===== config.mk =====
export PLATFORM = sky130hd
export DESIGN_NAME = fib_spi_tx
export DESIGN_NICKNAME = d
export VERILOG_FILES = /design/src/rtl/ndn_pkg.sv /design/src/rtl/spi_sclk_divider.sv /design/src/rtl/fib_spi_tx.sv
export SDC_FILE = /design/constraint.sdc
export NUM_CORES = 1
export LEC_CHECK = 0
export ABC_AREA = 1
export CORE_UTILIZATION = 45
export CTS_CLUSTER_SIZE = 28
export DETAILED_ROUTE_END_ITERATION = 16
export PLACE_DENSITY = 0.61
export SETUP_SLACK_MARGIN = 0.2
export SLEW_MARGIN = 20
export SYNTH_ARGS = -nofsm -noshare
export SYNTH_HDL_FRONTEND = slang
export SYNTH_SLANG_ARGS = --single-unit

===== constraint.sdc =====
create_clock -name clk -period 5.5 [get_ports clk]
set_clock_uncertainty 0.2 [all_clocks]
set_input_delay 0.55 -clock clk [delete_from_list [all_inputs] [get_ports clk]]
set_output_delay 0.55 -clock clk [all_outputs]
set_load 0.01 [all_outputs]

===== src/rtl/ndn_pkg.sv =====
// Shared FIB-side constants and the transmit FSM state type.
package ndn_pkg;

  localparam int unsigned FIB_META_BYTES   = 1;
  localparam int unsigned FIB_PREFIX_BYTES = 8;
  localparam int unsigned FIB_TX_BYTES     = 17;
  localparam int unsigned FIB_TX_BITS      = 136;

  localparam int unsigned BYTE_CNT_W = 5;
  localparam int unsigned BIT_CNT_W  = 8;
  localparam int unsigned DIV_W      = 8;

  typedef enum logic [1:0] {
    IDLE    = 2'd0,
    CAPTURE = 2'd1,
    SHIFT   = 2'd2,
    HOLD    = 2'd3
  } fib_tx_state_t;

endpackage


===== src/rtl/spi_sclk_divider.sv =====
// SPI clock generator: CLK_DIV cycles per half-period, idles low while disabled.
module spi_sclk_divider
  import ndn_pkg::*;
#(
  parameter int unsigned CLK_DIV = 2
) (
  input  logic clk,
  input  logic rst,
  input  logic enable,
  output logic sclk,
  output logic rise_next,
  output logic fall_next
);

  localparam logic [DIV_W-1:0] TC = DIV_W'(CLK_DIV - 1);

  logic [DIV_W-1:0] cnt_q, cnt_d;
  logic             sclk_q, sclk_d;
  logic             tc_c;

  always_comb begin
    tc_c   = enable && (cnt_q == TC);
    cnt_d  = '0;
    sclk_d = 1'b0;
    if (enable) begin
      if (cnt_q == TC) begin
        cnt_d  = '0;
        sclk_d = ~sclk_q;
      end else begin
        cnt_d  = cnt_q + DIV_W'(1);
        sclk_d = sclk_q;
      end
    end
  end

  always_ff @(posedge clk or posedge rst) begin
    if (rst) begin
      cnt_q  <= '0;
      sclk_q <= 1'b0;
    end else begin
      cnt_q  <= cnt_d;
      sclk_q <= sclk_d;
    end
  end

  // Strobes announce the sclk edge that happens at the next clk edge.
  assign rise_next = tc_c & ~sclk_q;
  assign fall_next = tc_c & sclk_q;
  assign sclk      = sclk_q;

endmodule


===== src/rtl/fib_spi_tx.sv =====
// Captures the 17-byte FIB interest burst and shifts it out MSB-first on an SPI mode-0 link.
module fib_spi_tx
  import ndn_pkg::*;
#(
  parameter int unsigned CLK_DIV = 2
) (
  input  logic       clk,
  input  logic       rst,
  input  logic       FIB_to_SPI_data_flag,
  input  logic [7:0] data_FIB_to_SPI,
  output logic       spi_cs_n,
  output logic       spi_sclk,
  output logic       spi_mosi,
  output logic       busy,
  output logic       done,
  output logic       dropped
);

  localparam int unsigned     MSB     = FIB_TX_BITS - 1;
  localparam logic [DIV_W-1:0] HOLD_TC = DIV_W'(CLK_DIV - 1);

  fib_tx_state_t           state_q, state_d;
  logic [BYTE_CNT_W-1:0]   byte_cnt_q, byte_cnt_d;
  logic [BIT_CNT_W-1:0]    bit_cnt_q, bit_cnt_d;
  logic [DIV_W-1:0]        hold_cnt_q, hold_cnt_d;
  logic [FIB_TX_BITS-1:0]  buf_q, buf_d;
  logic                    shift_en_q, shift_en_d;
  logic                    last_bit_q, last_bit_d;
  logic                    cs_n_q, cs_n_d;
  logic                    mosi_q, mosi_d;
  logic                    busy_q, busy_d;
  logic                    done_q, done_d;
  logic                    dropped_q, dropped_d;

  logic                    sclk_w;
  logic                    rise_next_w;
  logic                    fall_next_w;

  spi_sclk_divider #(
    .CLK_DIV (CLK_DIV)
  ) u_div (
    .clk       (clk),
    .rst       (rst),
    .enable    (shift_en_q),
    .sclk      (sclk_w),
    .rise_next (rise_next_w),
    .fall_next (fall_next_w)
  );

  always_comb begin
    state_d    = state_q;
    byte_cnt_d = byte_cnt_q;
    bit_cnt_d  = bit_cnt_q;
    hold_cnt_d = hold_cnt_q;
    buf_d      = buf_q;
    shift_en_d = shift_en_q;
    last_bit_d = last_bit_q;
    cs_n_d     = cs_n_q;
    mosi_d     = mosi_q;
    busy_d     = busy_q;
    done_d     = 1'b0;
    dropped_d  = 1'b0;

    if (FIB_to_SPI_data_flag && (state_q != IDLE)) begin
      dropped_d = 1'b1;
    end

    case (state_q)
      IDLE: begin
        if (FIB_to_SPI_data_flag) begin
          state_d    = CAPTURE;
          byte_cnt_d = '0;
          busy_d     = 1'b1;
        end
      end

      CAPTURE: begin
        buf_d = {buf_q[MSB-8:0], data_FIB_to_SPI};
        if (byte_cnt_q == BYTE_CNT_W'(FIB_TX_BYTES - 1)) begin
          state_d    = SHIFT;
          bit_cnt_d  = BIT_CNT_W'(MSB);
          last_bit_d = 1'b0;
        end else begin
          byte_cnt_d = byte_cnt_q + BYTE_CNT_W'(1);
        end
      end

      SHIFT: begin
        if (!shift_en_q) begin
          // First SHIFT cycle: drop cs_n and present bit 135 before sclk starts.
          shift_en_d = 1'b1;
          cs_n_d     = 1'b0;
          mosi_d     = buf_q[MSB];
        end else begin
          // Decide "last bit" at the rising edge so the falling edge only tests a flop.
          if (rise_next_w) begin
            last_bit_d = (bit_cnt_q == '0);
          end
          if (fall_next_w) begin
            if (last_bit_q) begin
              state_d    = HOLD;
              shift_en_d = 1'b0;
              hold_cnt_d = '0;
            end else begin
              bit_cnt_d = bit_cnt_q - BIT_CNT_W'(1);
              buf_d     = {buf_q[MSB-1:0], 1'b0};
              mosi_d    = buf_q[MSB-1];
            end
          end
        end
      end

      HOLD: begin
        if (hold_cnt_q == HOLD_TC) begin
          state_d    = IDLE;
          cs_n_d     = 1'b1;
          mosi_d     = 1'b0;
          busy_d     = 1'b0;
          done_d     = 1'b1;
          last_bit_d = 1'b0;
        end else begin
          hold_cnt_d = hold_cnt_q + DIV_W'(1);
        end
      end

      default: state_d = IDLE;
    endcase
  end

  always_ff @(posedge clk or posedge rst) begin
    if (rst) begin
      state_q    <= IDLE;
      byte_cnt_q <= '0;
      bit_cnt_q  <= '0;
      hold_cnt_q <= '0;
      buf_q      <= '0;
      shift_en_q <= 1'b0;
      last_bit_q <= 1'b0;
      cs_n_q     <= 1'b1;
      mosi_q     <= 1'b0;
      busy_q     <= 1'b0;
      done_q     <= 1'b0;
      dropped_q  <= 1'b0;
    end else begin
      state_q    <= state_d;
      byte_cnt_q <= byte_cnt_d;
      bit_cnt_q  <= bit_cnt_d;
      hold_cnt_q <= hold_cnt_d;
      buf_q      <= buf_d;
      shift_en_q <= shift_en_d;
      last_bit_q <= last_bit_d;
      cs_n_q     <= cs_n_d;
      mosi_q     <= mosi_d;
      busy_q     <= busy_d;
      done_q     <= done_d;
      dropped_q  <= dropped_d;
    end
  end

  assign spi_cs_n = cs_n_q;
  assign spi_sclk = sclk_w;
  assign spi_mosi = mosi_q;
  assign busy     = busy_q;
  assign done     = done_q;
  assign dropped  = dropped_q;

endmodule


* Yosys cells after proc, flatten, opt, wreduce, memory -nomap -nowiden
Cells that the tools add are included.
** Operators by class
- $add $sub $neg :: 4
- Multipliers :: 0
- Divide/modulo/power cells :: 0
- $lt $le $gt $ge :: 0
- Equal/unequal tests :: 20
- Shifts and indexed selects :: 0
- Muxes and demuxes :: 48
- Bitwise operators :: 3
- Reduce and logical (&&, ||, !) cells :: 19
** Operators by type and width (number)
- 2-to-1 mux 136 bit :: 3
- case mux 136 bit (2 select lines) :: 1
- 2-to-1 mux 8 bit :: 10
- case mux 8 bit (2 select lines) :: 2
- != test 2 bit, second input constant :: 11
- 2-to-1 mux 1 bit :: 18
- adder 8 x 1 -> 8 bit, second input constant :: 2
- == test 8 x 1 -> 1 bit, second input constant :: 2
- AND reduction 5 bit :: 3
- 2-to-1 mux 2 bit :: 6
- 2-to-1 mux 5 bit :: 2
- case mux 5 bit (2 select lines) :: 1
- nonzero test 2 bit :: 5
- AND reduction 3 bit :: 3
- zero test 8 bit :: 1
- case mux 2 bit (4 select lines) :: 1
- AND reduction 4 bit :: 2
- subtractor 8 x 1 -> 8 bit, second input constant :: 1
- != test 3 bit, second input constant :: 2
- case mux 1 bit (2 select lines) :: 3
- AND reduction 6 bit :: 1
- adder 5 x 1 -> 5 bit, second input constant :: 1
- == test 5 bit, second input constant :: 1
- == test 2 bit, second input constant :: 2
- 8 further kinds :: 10
** Storage, ports and cells
- Register bits :: 175
- Latch bits :: 0
- RAM bits :: 0
- Bits in read-only memories :: 0
- Input bits :: 11
- Output and inout port bits :: 6
- Word-level logic and storage cells :: 108
- Memories kept :: 0

* Logic depth before layout (Yosys ltp)
Gate-level depths: netlist (run 1).
- Depth in word-level cells :: 6
- Gate-level depth with buffers :: 10
- Depth with buffers taken out :: 10

* Modules after synthesis
Synthesis (run 1) repeated with hierarchy kept, for this count alone.
** Second synthesis, totals
- Cell total of the unflattened synthesis :: 1057
- Area, all modules :: 8744.6 um2
** By module, submodules not included
- fib_spi_tx :: times used 1, cells each 988, area an instance 8239.2 um2, sequential area each 4155.2 um2
- spi_sclk_divider :: times used 1, cells each 69, area an instance 505.5 um2, sequential area each 225.2 um2

* Worst setup path before layout (run 1)
OpenSTA, ideal clock, no wires.
- Path kind :: register to register
- Start :: register state_q[0]
- End :: register buf_q[52]
- Setup time :: 126 ps
- Arrival :: 1639 ps
- Data required time :: 5174 ps
- Slack :: 3535 ps
- Stages on the path, launching flop included :: 10
- Buffers on the path :: 2
- Clock period less this slack :: 1965 ps
- Cell sequence :: dfrtp_1 -> inv_1 -> ha_1 -> inv_2 -> nor2_1 -> nand4_2 -> nand2_2 -> buf_4 -> buf_2 -> o21ai_0
** On the way
- Cells in the longest elaborated chain, start to end :: 3
- Elaborated cells on any way between the ends :: 8
- Classes of those cells :: 5 x eq/ne; 1 x mux; 2 x reduce/logical
** RTL lines
- from (decl) :: RTL line fib_spi_tx.sv:22 : fib_tx_state_t state_q, state_d;
- from (signal assigned) :: RTL line fib_spi_tx.sv:145 : state_q <= state_d;
- == test 2 bit / == test 2 x 1 -> 1 bit (equally long branches) :: RTL line fib_spi_tx.sv:68 : case (state_q)
- != test 2 bit (no source line) / nonzero test 2 bit (equally long branches)
- AND reduction 4 bit (no source line)
- to (signal assigned) :: RTL line fib_spi_tx.sv:149 : buf_q <= buf_d;
- to (decl) :: RTL line fib_spi_tx.sv:26 : logic [FIB_TX_BITS-1:0] buf_q, buf_d;
Several ways; a longest one is shown, not always the timed one.
A chain may end at the register's enable or synchronous reset.

* Worst setup path after layout (run 1)
- Start :: register state_q[0]
- End :: register buf_q[117]
The elaborated chain is that of the path after synthesis.

==> key figures, run 1 <==
STA
  • Final Critical Period: between 3 and 4 ns
  • Final TNS setup: 0 ns
  • Worst setup margin: 1.65 ns
  • Hold Slack: between 0.2 and 0.3 ns
  • Final Hold Fails: 0
  • Final worst-path cycle share: 70.0%
  • Actual slew at the worst max-slew pin: approximately 1.1 ns
  • RSZ-0062 raised after global routing: no
  • Relative slew slack: 28.8%
  • # setup viols final: 0
  • FMAX: about 0.26 GHz
  • Slew Limit Fails: 0

Routing
  • Vias/cell: ~4.8
  • DR DRC count: 0
  • Drt total wl: 17100 µm
  • Routed Antenna Nets: 0
  • DR iter-0 viols: 514
  • Initial DRT Pass Iterations: 7
  • WL per Instance: around 12 µm
  • DR vias: roughly 7000

Yosys
  • Post-Synthesis Cells: around 1200
  • Async SR Flop Fraction: 100%
  • Syn Nets: 1200
  • Sequential fraction of the synthesis area: between 40% and 50%
  • Synth top area cells: dfrtp_1 49%, nand2_1 15%, o21ai_0 14%, inv_1 6.8%, nand3_1 2.6%
  • Netlist cell types: 30
  • Number of synthesized flops with an enable pin: 0
  • Synth warn: 0
  • Yosys reg bits: between 150 and 200
  • Mapped cell area: slightly below 9000 µm²
  • Area fraction of the dominant cell type after synthesis: 48.9%
  • Yosys top cell by area: dfrtp_1
  • Top FF cell, synth: dfrtp_1
  • Average size of a mapped cell: about 7.6 µm²

Worst setup path
  • Critical Path Max Stage Delay: a little under 0.8 ns
  • Critical Path Fanout Max: a little over 200
  • WS Path Type: reg2reg
  • Crit-path cells: inv_1 > ha_4 > inv_2 > nor2_1 > nand4_2 > nand2_8 > buf_4 > nand2_1 > o21ai_1
  • Worst path arrival time: between 3 and 4 ns
  • CP Data Required Time: 5.64 ns
  • CP max stage cell: nand2_8
  • Reg2reg start: state_q[0]
  • Crit path launch type: flip-flop
  • Critical path capture point type: flip-flop
  • Worst setup path startpoint: state_q[0]
  • R2R setup slack: approximately 1.6 ns

Global route
  • GRT met2 Usage: about 29%
  • First-pass GRT wire length: just over 30000 µm
  • Initial antenna violation count: 0
  • Number of global-route vias before repair: about 6500
  • GRT busiest layer: met2
  • Grt met3 use: 3.69%
  • GRT met1 Usage: 26.4%
  • Tot GR Track Use: 18.6%
  • Largest net degree at the start of global routing: around 210
  • Grt ovf: 0

Floorplanning
  • Die Height: about 140 µm
  • # rows: 51
  • I/O pin total: 17
  • Starting density of the core: between 40% and 50%
  • Die area: slightly above 20000 µm²
  • Chip width: between 100 and 150 µm
  • Core Area: between 15000 and 20000 µm²

Clock network
  • Clock insertion delay at the later pin of the skew report: 0.43 ns
  • CTS Buf Count: 17
  • CTS resizes: 0
  • H-tree depth: 4
  • Hold Buf Count CTS: 0
  • CTS tree: yes
  • Clk root buf: clkbuf_16
  • Post-CTS Setup Inserts: 0
  • Clock-pin slew on the worst setup and hold paths: 0.07 ns
  • CTS Sinks: about 180
  • Maximum clock path buffer count: 2

Placement
  • Placed cells: ~1400
  • Port bufs: 16
  • Dpl hpwl: 10200 µm
  • DP Area: about 9100 µm²
  • Dpl ws: ~1.7 ns
  • Placer Congestion: slightly above 0.8

Finish
  • Post-Layout Cell Count: about 1400
  • Commonest non-fill, non-tap cell in the layout: nand2_1
  • N_diodes: 0
  • Most frequent cells in the layout: 355 x nand2_1, 258 x o21ai_0, 174 x dfrtp_1
  • Final net count: about 1200
  • Area grow syn2layout: 9.68%
  • Design area: approximately 10000 µm²
  • Util after Layout: between 50% and 60%
  • Fill cells: 1898
  • Share of layout cells above drive strength 1: between 4 and 5%

Power and ir drop
  • Internal power: about 3.1 mW
  • Pwr Density: ~530 nW/µm²
  • NetSw: approximately 2.1 mW
  • Final Power: roughly 5.2 mW
  • Leak Pwr: between 4 and 5 nW
  • Clk network pwr share: between 20% and 30%
  • Sw frac: 40.3%
  • Reg power frac: a little under two fifths
  • Worst VDD drop: 0.000374 V
  • Comb pwr share: between 30% and 40%

Min path
  • Hold Startpoint: bit_cnt_q[5]
  • Hold Path Class: reg2reg

Flow run
  • Max cap viols: 0

Run status
  • Status: complete, no violations
## power by group through the flow
| stage | clock network [mW] | logic (mW) | registers [mW] |
|---|---|---|---|
| finish | 1.34 | 1.88 | 2.01 |
| CTS | 1.37 | 1.90 | 2.01 |
| detailed placement | 0 | 1.90 | 2.02 |
| floorplan | 0 | 1.64 | 1.97 |
| global placement | 0 | 1.88 | 2.02 |
| global route | 1.42 | 2.22 | 2.07 |
## final cells by class
| class | instances | area (µm²) | share of cell area [%] |
|---|---|---|---|
| clock buffer | 21 | 460 | 4.71 |
| inverter | 164 | 619 | 6.34 |
| sequential | 175 | 4380 | 44.8 |
| timing repair buffer | 21 | 210 | 2.15 |
| multi-input combinational | 774 | 3580 | 36.6 |
| tap | 265 | 332 | 3.39 |
| clock inverter | 11 | 186 | 1.91 |
## sequential cells by signal, indices dropped and copies added, names as in the netlist, 2 cells and up
name and cells:
hold_cnt_q 8, buf_q 136, byte_cnt_q 5, bit_cnt_q 8, u_div.cnt_q 8, state_q 2
## critical path, delay by kind of cell (launching register included)
| family | cells | cell delay, ns |
|---|---|---|
| flops | 1 | 0.41 |
| fa+ha+maj | 1 | 0.59 |
| compound gates | 1 | 0.11 |
| simple gates | 4 | 1.39 |
| buf+inv | 3 | 0.94 |
## layer usage
metal	part of all wire, %	routed length, µm	vias to the layer above
li1	-	-	3660
met1	53	9130	3150
met2	44	7490	42
met3	2.0	345	10
met4	0.98	168	0
met5	0	0	-
## cells in the mapped netlist (2+ instances only)
cell type  count
dfrtp_1      174
o21ai_0      258
buf_4         18
nand2_1      355
buf_2         27
o21ai_1       24
nor2_1        35
xor2_1         3
nor3b_1        4
buf_6          2
nand4_1       11
inv_1        162
ha_1          12
a21oi_1        9
clkbuf_1      17
a21oi_2        2
nand2_2        3
nand3_1       46
nor3_1         3
or2_2          2
## logic make-up (layout without fill, tap and decap cells)
logic type      Yosys count  count (layout)  synth area share, %
simple gates            461             461                 20.9
compound gates          297             297                 16.9
fa+ha+maj                12              12                 1.69
xor+xnor                  4               4                0.393
buf+inv                 228             217                 10.9
flops                   175             175                 49.2
## path summary, 6_finish.rpt
path | end | cells past startpoint
max in group asynchronous | buf_q[90] | 3
worst max-delay path | buf_q[117] | 9
min in group asynchronous | buf_q[36] | 2
worst min register to register | bit_cnt_q[5] | 2
worst max register to register | buf_q[117] | 9
worst min-delay path | bit_cnt_q[5] | 2
Note: power is estimated with default switching activity, not from simulation.
==> run 2, diff against run 1 <==
clock period = 3.45 ns   (was 5.5 ns; I/O delays follow)
==> key figures, run 2 (synthesis gave the netlist of run 1 again) <==
Run status
  • Status: complete, no violations

Worst setup path
  • Most used cell, CP: nand2_1
  • CP max stage cell: nand2_1
  • Critical Path Max Stage Delay: 0.56 ns (-0.23 ns)
  • Critical Path Fanout Max: 267 (+30%)
  • Buf/Inv on CP: 2 (-1)
  • Crit-path cells: inv_1 > ha_4 > buf_12 > nand2_1 > nand2_2 > nand2_1 > nand2_1
  • Critical path capture point type: flip-flop
  • Crit path launch type: flip-flop
  • WS Path Type: reg2reg
  • CP Data Required Time: 3.61 ns (-2.03 ns)
  • Worst path arrival time: 2.92 ns (-1.07 ns)
  • CP delay by family, top: simple AND/OR/NAND/NOR gates

STA
  • Final Critical Period: 2.77 ns (-1.08 ns)
  • Relative slew slack: 33.8% (+5.0 points)
  • FMAX: 0.361 GHz (+39%)
  • Actual slew at the worst max-slew pin: 0.993 ns (-0.0750 ns)
  • Final Hold Fails: 0 (unchanged)
  • Slew Limit Fails: 0 (unchanged)
  • Final TNS setup: 0 ns (unchanged)
  • RSZ-0062 raised after global routing: no
  • Hold Slack: 0.186 ns (-0.109 ns)
  • Worst setup margin: 0.683 ns (-0.966 ns)
  • Final worst-path cycle share: 80.2% (+10 points)
  • # setup viols final: 0 (unchanged)

Floorplanning
  • I/O pin total: 17 (unchanged)
  • Chip width: 143 µm (unchanged)
  • # rows: 51 (unchanged)
  • Core Area: 19500 µm² (unchanged)
  • Starting density of the core: 45.8% (unchanged)
  • Die Height: 143 µm (unchanged)
  • Die area: 20400 µm² (unchanged)

Power and ir drop
  • Pwr Density: 853 nW/µm² (+59%)
  • Leak Pwr: 4.30 nW (+0.83%)
  • Worst VDD drop: 0.000508 V (+36%)

Routing
  • Initial DRT Pass Iterations: 5 (-2)
  • WL per Instance: 11.6 µm (-2.9%)
  • DR iter-0 viols: 457 (-11%)
  • Drt total wl: 16700 µm (-2.8%)
  • DR vias: 6929 (+0.98%)
  • Vias/cell: 4.84 (+0.91%)
  • DR DRC count: 0 (unchanged)
  • Routed Antenna Nets: 0 (unchanged)

Placement
  • Dpl hpwl: 10100 µm (-1.9%)
  • Dpl ws: 0.764 ns (-0.891 ns)
  • Port bufs: 16 (unchanged)
  • Placed cells: 1401 (+0.14%)
  • Placer Congestion: 0.815 (-0.20%)

Global route
  • Initial antenna violation count: 0 (unchanged)
  • Largest net degree at the start of global routing: 268 (+29%)
  • First-pass GRT wire length: 30400 µm (-0.11%)
  • Grt ovf: 0 (unchanged)
  • Tot GR Track Use: 18.3% (-0.22 points)
  • Number of global-route vias before repair: 6595 (+0.92%)

Clock network
  • Clk root buf: clkbuf_16
  • Hold Buf Count CTS: 0 (unchanged)
  • Maximum clock path buffer count: 2 (unchanged)
  • CTS tree: yes
  • CTS resizes: 0 (unchanged)
  • Clock insertion delay at the later pin of the skew report: 0.42 ns (about the same)
  • Post-CTS Setup Inserts: 0 (unchanged)
  • CTS Sinks: 175 (unchanged)
  • Clock-pin slew on the worst setup and hold paths: 0.07 ns (about the same)
  • CTS Buf Count: 17 (unchanged)
  • H-tree depth: 4 (unchanged)

Finish
  • Commonest non-fill, non-tap cell in the layout: nand2_1
  • Largest register FFs: 136 (unchanged)
  • Post-Layout Cell Count: 1432 (+0.070%)
  • Biggest register: buf_q
  • N_diodes: 0 (unchanged)
  • Share of layout cells above drive strength 1: 4.28% (+0.082 points)
  • Fill cells: 1857 (-2.2%)
  • Util after Layout: 50.6% (+0.44 points)
  • Area grow syn2layout: 10.6%
  • Final net count: 1178 (+0.17%)
  • Most frequent cells in the layout: 355 x nand2_1, 258 x o21ai_0, 174 x dfrtp_1

Min path
  • Hold Path Class: in2async

Flow run
  • Max cap viols: 0 (unchanged)
-- run 2: tightest hold or removal path, stage by stage --
cell             delay, ns
clkdlybuf4s50_1       0.44
clkinvlp_4            0.12
buf_12                0.30
-- run 2: where the power goes --
group	total (mW)	leakage [nW]	switching [mW]	internal, mW
clock network	2.19	0.328	0.797	1.40
registers	3.19	2.35	0.409	2.78
logic	3.03	1.62	2.11	0.913
-- run 2: final cells by class --
| cell class | count | area, µm² | area share [%] |
|---|---|---|---|
| inverters | 164 | 619 | 6.28 |
| multi-input cells | 774 | 3580 | 36.3 |
| repair buffers | 23 | 275 | 2.79 |
| clock buffers | 21 | 460 | 4.67 |
| flip-flops and latches | 175 | 4380 | 44.5 |
| clock inverters | 10 | 208 | 2.11 |
| well taps | 265 | 332 | 3.36 |
-- run 2: path summary, 6_finish.rpt --
| path | startpoint | to | slack [ns] | depth (start not counted) |
|---|---|---|---|---|
| max | state_q[0] | hold_cnt_q[0] | 0.68 | 7 |
| min | rst | buf_q[4] | 0.19 | 3 |
| max reg2reg | state_q[0] | hold_cnt_q[0] | 0.68 | 7 |
| min reg2reg | spi_cs_n | spi_cs_n | 0.29 | 2 |
| max in group asynchronous | rst | hold_cnt_q[1] | 2.28 | 3 |
| min in group clk | spi_cs_n | spi_cs_n | 0.29 | 2 |
-- run 2: layer usage --
metal	global-route usage [%]	vias to the layer above	wire length, µm
li1	-	3674	-
met1	25.6	3181	8700
met2	28.6	62	7360
met3	3.86	12	438
met4	5.38	0	159
met5	0	-	0
-- run 2: through the flow --
step                instance area, µm²  power, mW
detailed placement                9190       6.28
global placement                  9190       6.23
CTS                               9850       8.53
floorplan                         8910       5.76
global route                      9850       9.20
finish                            9850       8.41
